## src/rtl/sd_cmd_pkg.sv

```systemverilog
// Shared types and frame lengths for the SD CMD-line serializer.
// All sequencing counts use one 8-bit width; the longest count is 135.
package sd_cmd_pkg;

    typedef enum logic [2:0] {
        ST_IDLE       = 3'd0,
        ST_SEND       = 3'd1,
        ST_WAIT_START = 3'd2,
        ST_RECV       = 3'd3,
        ST_DONE       = 3'd4
    } cmd_state_e;

    localparam int CMD_LEN         = 48;
    localparam int R1_LEN          = 48;
    localparam int R2_LEN          = 136;
    localparam int NCR_TIMEOUT_DEF = 64;
    localparam int CNT_W           = 8;

    // Terminal count value for a phase lasting n cycles (counter runs 0..n-1).
    function automatic logic [CNT_W-1:0] cnt_max(input int n);
        return CNT_W'(n - 1);
    endfunction

endpackage

```

## src/rtl/cmd_serial_counter_seq.sv

```systemverilog
// Start-strobed up-counter: cleared by start, counts while enabled, and
// flags the cycle in which it sits at max_val.
module counter_seq #(
    parameter int W = 8
) (
    input  logic         clk,
    input  logic         rst_n,
    input  logic         start,
    input  logic         en,
    input  logic [W-1:0] max_val,
    output logic         term
);

    logic [W-1:0] cnt_q, cnt_d;

    always_comb begin
        cnt_d = cnt_q;
        if (start) begin
            cnt_d = '0;
        end else if (en && (cnt_q != max_val)) begin
            cnt_d = cnt_q + 1'b1;
        end
    end

    always_ff @(posedge clk or negedge rst_n) begin
        if (!rst_n) begin
            cnt_q <= '0;
        end else begin
            cnt_q <= cnt_d;
        end
    end

    assign term = en && (cnt_q == max_val);

endmodule

```

## src/rtl/cmd_serial.sv

```systemverilog
// SD CMD-line serializer/deserializer: shifts a 48-bit command out MSB-first,
// then captures an R1-style (48) or R2 (136) response from cmd_in.
//
// state       | meaning
// ST_IDLE     | cmd_out high, waiting for snd_cmd_strb
// ST_SEND     | driving the 48 command bits, MSB first
// ST_WAIT_START | watching cmd_in for the response start bit (NCR window)
// ST_RECV     | shifting in the remaining response bits
// ST_DONE     | one cycle; response strobe and packet register valid
module cmd_serial
    import sd_cmd_pkg::*;
#(
    parameter int TIMEOUT_CLKS = NCR_TIMEOUT_DEF
) (
    input  logic                sd_clk,
    input  logic                reset,
    input  logic                r2_resp_enb,
    input  logic                snd_cmd_strb,
    input  logic [CMD_LEN-1:0]  cmd_packet,
    input  logic                cmd_in,
    output logic                cmd_out,
    output logic                end_bit_det_strb,
    output logic                new_resp_packet_strb,
    output logic                new_r2_packet_strb,
    output logic [R1_LEN-1:0]   resp_packet,
    output logic [R2_LEN-1:0]   resp2_packet,
    output logic                resp_timeout_strb
);

    localparam logic [CNT_W-1:0] SEND_MAX = cnt_max(CMD_LEN);
    // The timeout strobe is registered, so the window closes one cycle early
    // and the pulse itself lands TIMEOUT_CLKS cycles after the end bit.
    localparam logic [CNT_W-1:0] WAIT_MAX = cnt_max(TIMEOUT_CLKS - 1);
    localparam logic [CNT_W-1:0] R1_MAX   = cnt_max(R1_LEN - 1);
    localparam logic [CNT_W-1:0] R2_MAX   = cnt_max(R2_LEN - 1);

    cmd_state_e          state_q, state_d;
    logic [CMD_LEN-1:0]  shift_q, shift_d;
    logic                r2_mode_q, r2_mode_d;
    logic [R2_LEN-1:0]   cap_q, cap_d;
    logic [R1_LEN-1:0]   resp_q, resp_d;
    logic [R2_LEN-1:0]   resp2_q, resp2_d;
    logic                new_resp_q, new_resp_d;
    logic                new_r2_q, new_r2_d;
    logic                timeout_q, timeout_d;

    logic                in_send, in_wait, in_recv;
    logic                send_start, wait_start, recv_start;
    logic                send_term, wait_term, recv_term;
    logic [CNT_W-1:0]    recv_max;

    assign in_send  = (state_q == ST_SEND);
    assign in_wait  = (state_q == ST_WAIT_START);
    assign in_recv  = (state_q == ST_RECV);
    assign recv_max = r2_mode_q ? R2_MAX : R1_MAX;

    assign send_start = (state_d == ST_SEND)       && !in_send;
    assign wait_start = (state_d == ST_WAIT_START) && !in_wait;
    assign recv_start = (state_d == ST_RECV)       && !in_recv;

    counter_seq #(.W(CNT_W)) u_send_cnt (
        .clk     (sd_clk),
        .rst_n   (reset),
        .start   (send_start),
        .en      (in_send),
        .max_val (SEND_MAX),
        .term    (send_term)
    );

    counter_seq #(.W(CNT_W)) u_wait_cnt (
        .clk     (sd_clk),
        .rst_n   (reset),
        .start   (wait_start),
        .en      (in_wait),
        .max_val (WAIT_MAX),
        .term    (wait_term)
    );

    counter_seq #(.W(CNT_W)) u_recv_cnt (
        .clk     (sd_clk),
        .rst_n   (reset),
        .start   (recv_start),
        .en      (in_recv),
        .max_val (recv_max),
        .term    (recv_term)
    );

    always_comb begin
        state_d    = state_q;
        shift_d    = shift_q;
        r2_mode_d  = r2_mode_q;
        cap_d      = cap_q;
        resp_d     = resp_q;
        resp2_d    = resp2_q;
        new_resp_d = 1'b0;
        new_r2_d   = 1'b0;
        timeout_d  = 1'b0;

        unique case (state_q)
            ST_IDLE: begin
                if (snd_cmd_strb) begin
                    shift_d   = cmd_packet;
                    r2_mode_d = r2_resp_enb;
                    state_d   = ST_SEND;
                end
            end
            ST_SEND: begin
                shift_d = {shift_q[CMD_LEN-2:0], 1'b1};
                if (send_term) begin
                    state_d = ST_WAIT_START;
                end
            end
            ST_WAIT_START: begin
                if (!cmd_in) begin
                    // The start bit is a zero, so a cleared register already holds it.
                    cap_d   = '0;
                    state_d = ST_RECV;
                end else if (wait_term) begin
                    timeout_d = 1'b1;
                    state_d   = ST_IDLE;
                end
            end
            ST_RECV: begin
                cap_d = {cap_q[R2_LEN-2:0], cmd_in};
                if (recv_term) begin
                    state_d = ST_DONE;
                    if (r2_mode_q) begin
                        resp2_d  = cap_d;
                        new_r2_d = 1'b1;
                    end else begin
                        resp_d     = cap_d[R1_LEN-1:0];
                        new_resp_d = 1'b1;
                    end
                end
            end
            ST_DONE: begin
                state_d = ST_IDLE;
            end
            default: begin
                state_d = ST_IDLE;
            end
        endcase
    end

    always_ff @(posedge sd_clk or negedge reset) begin
        if (!reset) begin
            state_q    <= ST_IDLE;
            shift_q    <= '0;
            r2_mode_q  <= 1'b0;
            cap_q      <= '0;
            resp_q     <= '0;
            resp2_q    <= '0;
            new_resp_q <= 1'b0;
            new_r2_q   <= 1'b0;
            timeout_q  <= 1'b0;
        end else begin
            state_q    <= state_d;
            shift_q    <= shift_d;
            r2_mode_q  <= r2_mode_d;
            cap_q      <= cap_d;
            resp_q     <= resp_d;
            resp2_q    <= resp2_d;
            new_resp_q <= new_resp_d;
            new_r2_q   <= new_r2_d;
            timeout_q  <= timeout_d;
        end
    end

    assign cmd_out              = in_send ? shift_q[CMD_LEN-1] : 1'b1;
    assign end_bit_det_strb     = in_send && send_term;
    assign new_resp_packet_strb = new_resp_q;
    assign new_r2_packet_strb   = new_r2_q;
    assign resp_timeout_strb    = timeout_q;
    assign resp_packet          = resp_q;
    assign resp2_packet         = resp2_q;

endmodule

```

## config.mk

```make
export PLATFORM = sky130hd
export DESIGN_NAME = cmd_serial
export DESIGN_NICKNAME = d
export VERILOG_FILES = /design/src/rtl/sd_cmd_pkg.sv /design/src/rtl/cmd_serial_counter_seq.sv /design/src/rtl/cmd_serial.sv
export SDC_FILE = /design/constraint.sdc
export NUM_CORES = 1
export LEC_CHECK = 0
export CORE_MARGIN = 3
export CORE_UTILIZATION = 49
export DETAILED_ROUTE_END_ITERATION = 7
export MAX_ROUTING_LAYER = met4
export PLACE_DENSITY_LB_ADDON = 0.2
export SLEW_MARGIN = 20
export SYNTH_ARGS = -nofsm -noshare
export SYNTH_HDL_FRONTEND = slang
export SYNTH_SLANG_ARGS = --single-unit
export TNS_END_PERCENT = 5
```

## constraint.sdc

```tcl
create_clock -name sd_clk -period 1.7 [get_ports sd_clk]
set_input_delay 0.34 -clock sd_clk [delete_from_list [all_inputs] [get_ports sd_clk]]
set_output_delay 0.34 -clock sd_clk [all_outputs]
set_load 0.02 [all_outputs]
```

==> impl_results.md <==
- Root buf cell: clkbuf_16
- Crit path DAT: 1.66 ns
- Layout Cells excl Fill: 2,125
- CP Max Fanout: 2
- Vias post-DR: 11,390
- Total power: 29.69 mW
- Util after Layout: 67.08%
- Hold crit path type: primary input to asynchronous set/reset pin
- CTS H-Tree Depth: 2
- CP bufs+invs: 1
- Synth Area per Inst: 11.37 um2
- Slew @ Worst Pin: 0.4620 ns
- Longest Clk Path Bufs: 3
- Die W: 185.9 um
- Share of post-route cells with drive strength above 1: 17.99%
- Initial antenna violation count: 0
- # rows: 65
- IO Pins: 242
- Clock Skew: 0.01542 ns
- Slew Viols, Final: 0
- Drc violations: 0
- Num CTS Buffers: 41
- # nets final: 1,750
- Ys Warns: 0
- Routed vias/inst: 5.359
- Crit. End Element: output pin
- Antenna-violating nets left: 0
- Synth Net Count: 1,453
- Top FF cell, synth: dfrtp_1
- Port bufs: 241
- Slowest stage cell on the critical path: dfrtp_1
- Peak Freq: 500.2 MHz
- CP required: 1.36 ns
- Global Route Usage Sum: 21.30%
- Largest net degree at the start of global routing: 104
- Max Cap Viol: 0
- Fin crit period: 1.999 ns
- Clock latency on the worst-skew pair: 0.52 ns
- Commonest non-fill, non-tap cell in the layout: dfrtp_1
- Final WS setup: -0.2991 ns
- Dpl hpwl: 23,290 um
- Post-synthesis register bit count: 398
- Die Area: 0.03456 mm2
- Total congestion overflow: 0
- Num Clock Sinks: 398
- Most frequent cells in the layout: dfrtp_1 (398), nand2_1 (377), dlygate4sd2_1 (187)
- Mapped Area: 0.01586 mm2
- Core region area: 0.03172 mm2
- Crit path max-delay family: simple AND/OR/NAND/NOR gates
- Run status: complete, but fails checks
- Die height: 185.9 um
- Worst-path cell chain: ha_2 > nor4b_4 > nand2_2 > nor2_4 > buf_6
- Distinct cells, synth: 50
- Max_slew headroom: 69.20%
- CTS tree: done
- Hold Vio Cnt, Final: 0
- Placed insts: 2,033
- Fin crit share: 117.6%
- RSZ-0062 raised after global routing: yes
- Static Leak: 11.20 nW
- DR WL/cell: 17.45 um
- Peak VDD IR: 0.8491 mV
- Final setup viols: 186
- Final wirelength: 37,080 um
- Synth async-reset ratio: 100.0%
- Starting Density: 50.00%
- Number of global-route vias before repair: 11,140
- First-pass GRT wire length: 58,540 um
- Crit Path Class: flip-flop to output pin
- Post-synth EDFFs: 0
- Slowest stage delay, CP: 0.36 ns
- N_diodes: 0
- First drt pass iteration count: 5
- GP Congestion: 0.8057
- Initial DRC Count: 700
- Power density over the cells: 1396 mW/mm2
- Crit start category: flip-flop
- Syn-to-layout area delta: 34.16%
- CTS clk-pin slew, worst paths: 0.06 ns
- Gate Count Post-Synth: 1,395
- Failing checks: setup timing
- Register area share after synthesis: 62.81%
[worst register-to-register path, delay by kind of cell (launching register included)]
family,cells,cell delay (ns)
buffers and inverters,2,0.39
DFF,1,0.40
muxes,1,0.32
and+or+nand+nor,3,0.70
[per-stage QoR]
step	hold WS (ns)	TNS (ns)	setup slack [ns]	instance area, um2
floorplan	0.04441	-8.767	-0.06229	15900
global placement	0.2606	-19.51	-0.3962	19290
detailed placement	0.2585	-28.91	-0.3514	19290
CTS	0.2942	-17.88	-0.2768	20760
global route	0.2876	-48.22	-0.3993	21280
finish	0.2925	-28.69	-0.2991	21280
[cell type report]
class | instances | area, um2
Inverter | 9 | 33.78
Multi-Input combinational cell | 902 | 5962
Tap cell | 402 | 503.0
Clock inverter | 9 | 131.4
Timing Repair Buffer | 340 | 3418
Sequential cell | 398 | 9960
Fill cell | 2433 | 10440
Clock buffer | 65 | 1267
[metal layers]
layer  GRT usage [%]  routed length (um)  share of wire, %
met1           30.01               17300                47
met2           32.81               17210                46
met3           3.694                1848               5.0
met4           4.885                 718               1.9
met5               -                   0                 0
[flip-flops by register name (all words and copies together), names as in the netlist]
name / count
shift_q: 48
new_r2_packet_strb: 1
resp_timeout_strb: 1
state_q: 3
u_recv_cnt.cnt_q: 8
u_wait_cnt.cnt_q: 8
resp2_packet: 136
cap_q: 135
u_send_cnt.cnt_q: 8
r2_mode_q: 1
new_resp_packet_strb: 1
resp_packet: 48
[synthesized netlist by cell type (2+ instances only)]
| cell | number | area share (%) |
|---|---|---|
| a21oi_1 | 5 | 0.16 |
| a311oi_1 | 2 | 0.11 |
| a31oi_1 | 48 | 1.9 |
| and3_1 | 5 | 0.20 |
| and4bb_2 | 3 | 0.24 |
| buf_1 | 10 | 0.24 |
| buf_2 | 20 | 0.63 |
| buf_4 | 2 | 0.095 |
| buf_6 | 15 | 1.1 |
| clkbuf_1 | 41 | 0.97 |
| dfrtp_1 | 398 | 63 |
| ha_1 | 5 | 0.39 |
| inv_1 | 9 | 0.21 |
| mux2_1 | 182 | 13 |
| mux2_2 | 2 | 0.14 |
| mux2i_1 | 3 | 0.19 |
| nand2_1 | 380 | 9.0 |
| nand3_1 | 6 | 0.19 |
| nand4_1 | 8 | 0.32 |
| nor2_1 | 64 | 1.5 |
| nor3_1 | 4 | 0.13 |
| nor4_1 | 3 | 0.12 |
| o211ai_1 | 3 | 0.14 |
| o21a_1 | 2 | 0.095 |
| o21ai_0 | 124 | 3.9 |
| o21ai_1 | 16 | 0.50 |
| o31ai_1 | 2 | 0.095 |
| or3_1 | 2 | 0.079 |
| or3b_1 | 2 | 0.11 |
| xnor2_1 | 6 | 0.33 |
| xor2_1 | 4 | 0.22 |
[final timing paths]
check                               startpoint                 to  slack [ns]  cells after the start
setup reg to reg                    state_q[2]   resp2_packet[69]       -0.21                      6
setup / recovery           u_send_cnt.cnt_q[0]   end_bit_det_strb       -0.30                      5
max in group asynchronous                reset   resp2_packet[67]        0.71                      3
hold reg to reg              resp2_packet[125]  resp2_packet[125]        0.48                      1
min in group sd_clk                r2_resp_enb          r2_mode_q        0.37                      3
hold / removal                           reset  resp2_packet[120]        0.29                      2
[where the power goes]
part | internal, mW | total (mW) | switching, mW
combinational | 2.88 | 7.16 | 4.29
clock | 5.57 | 9.15 | 3.59
sequential | 11.7 | 13.4 | 1.72
[repair_timing]
action                                 4_1_cts  5_1_grt
buffers inserted                             3        6
pin swaps                                    4        3
cloned                                       0        8
resized for setup                          268      101
setup endpoints to repair                  507      311
hold buffers                                 1        0
endpoints found under the hold margin       21        0
[logic make-up (layout without fill, tap and decap cells)]
group | after synthesis | in the layout | synth area share, %
AND/OR/NAND/NOR | 490 | 492 | 12.54
flip-flops | 398 | 398 | 62.81
AO/OA/AOI/OAI | 208 | 208 | 7.243
multiplexers | 187 | 187 | 13.26
buffers and inverters | 97 | 423 | 3.211
XOR/XNOR | 10 | 10 | 0.5523
adder cells (fa/ha/maj) | 5 | 5 | 0.3945
No activity file was read; power rests on OpenSTA's default activity.
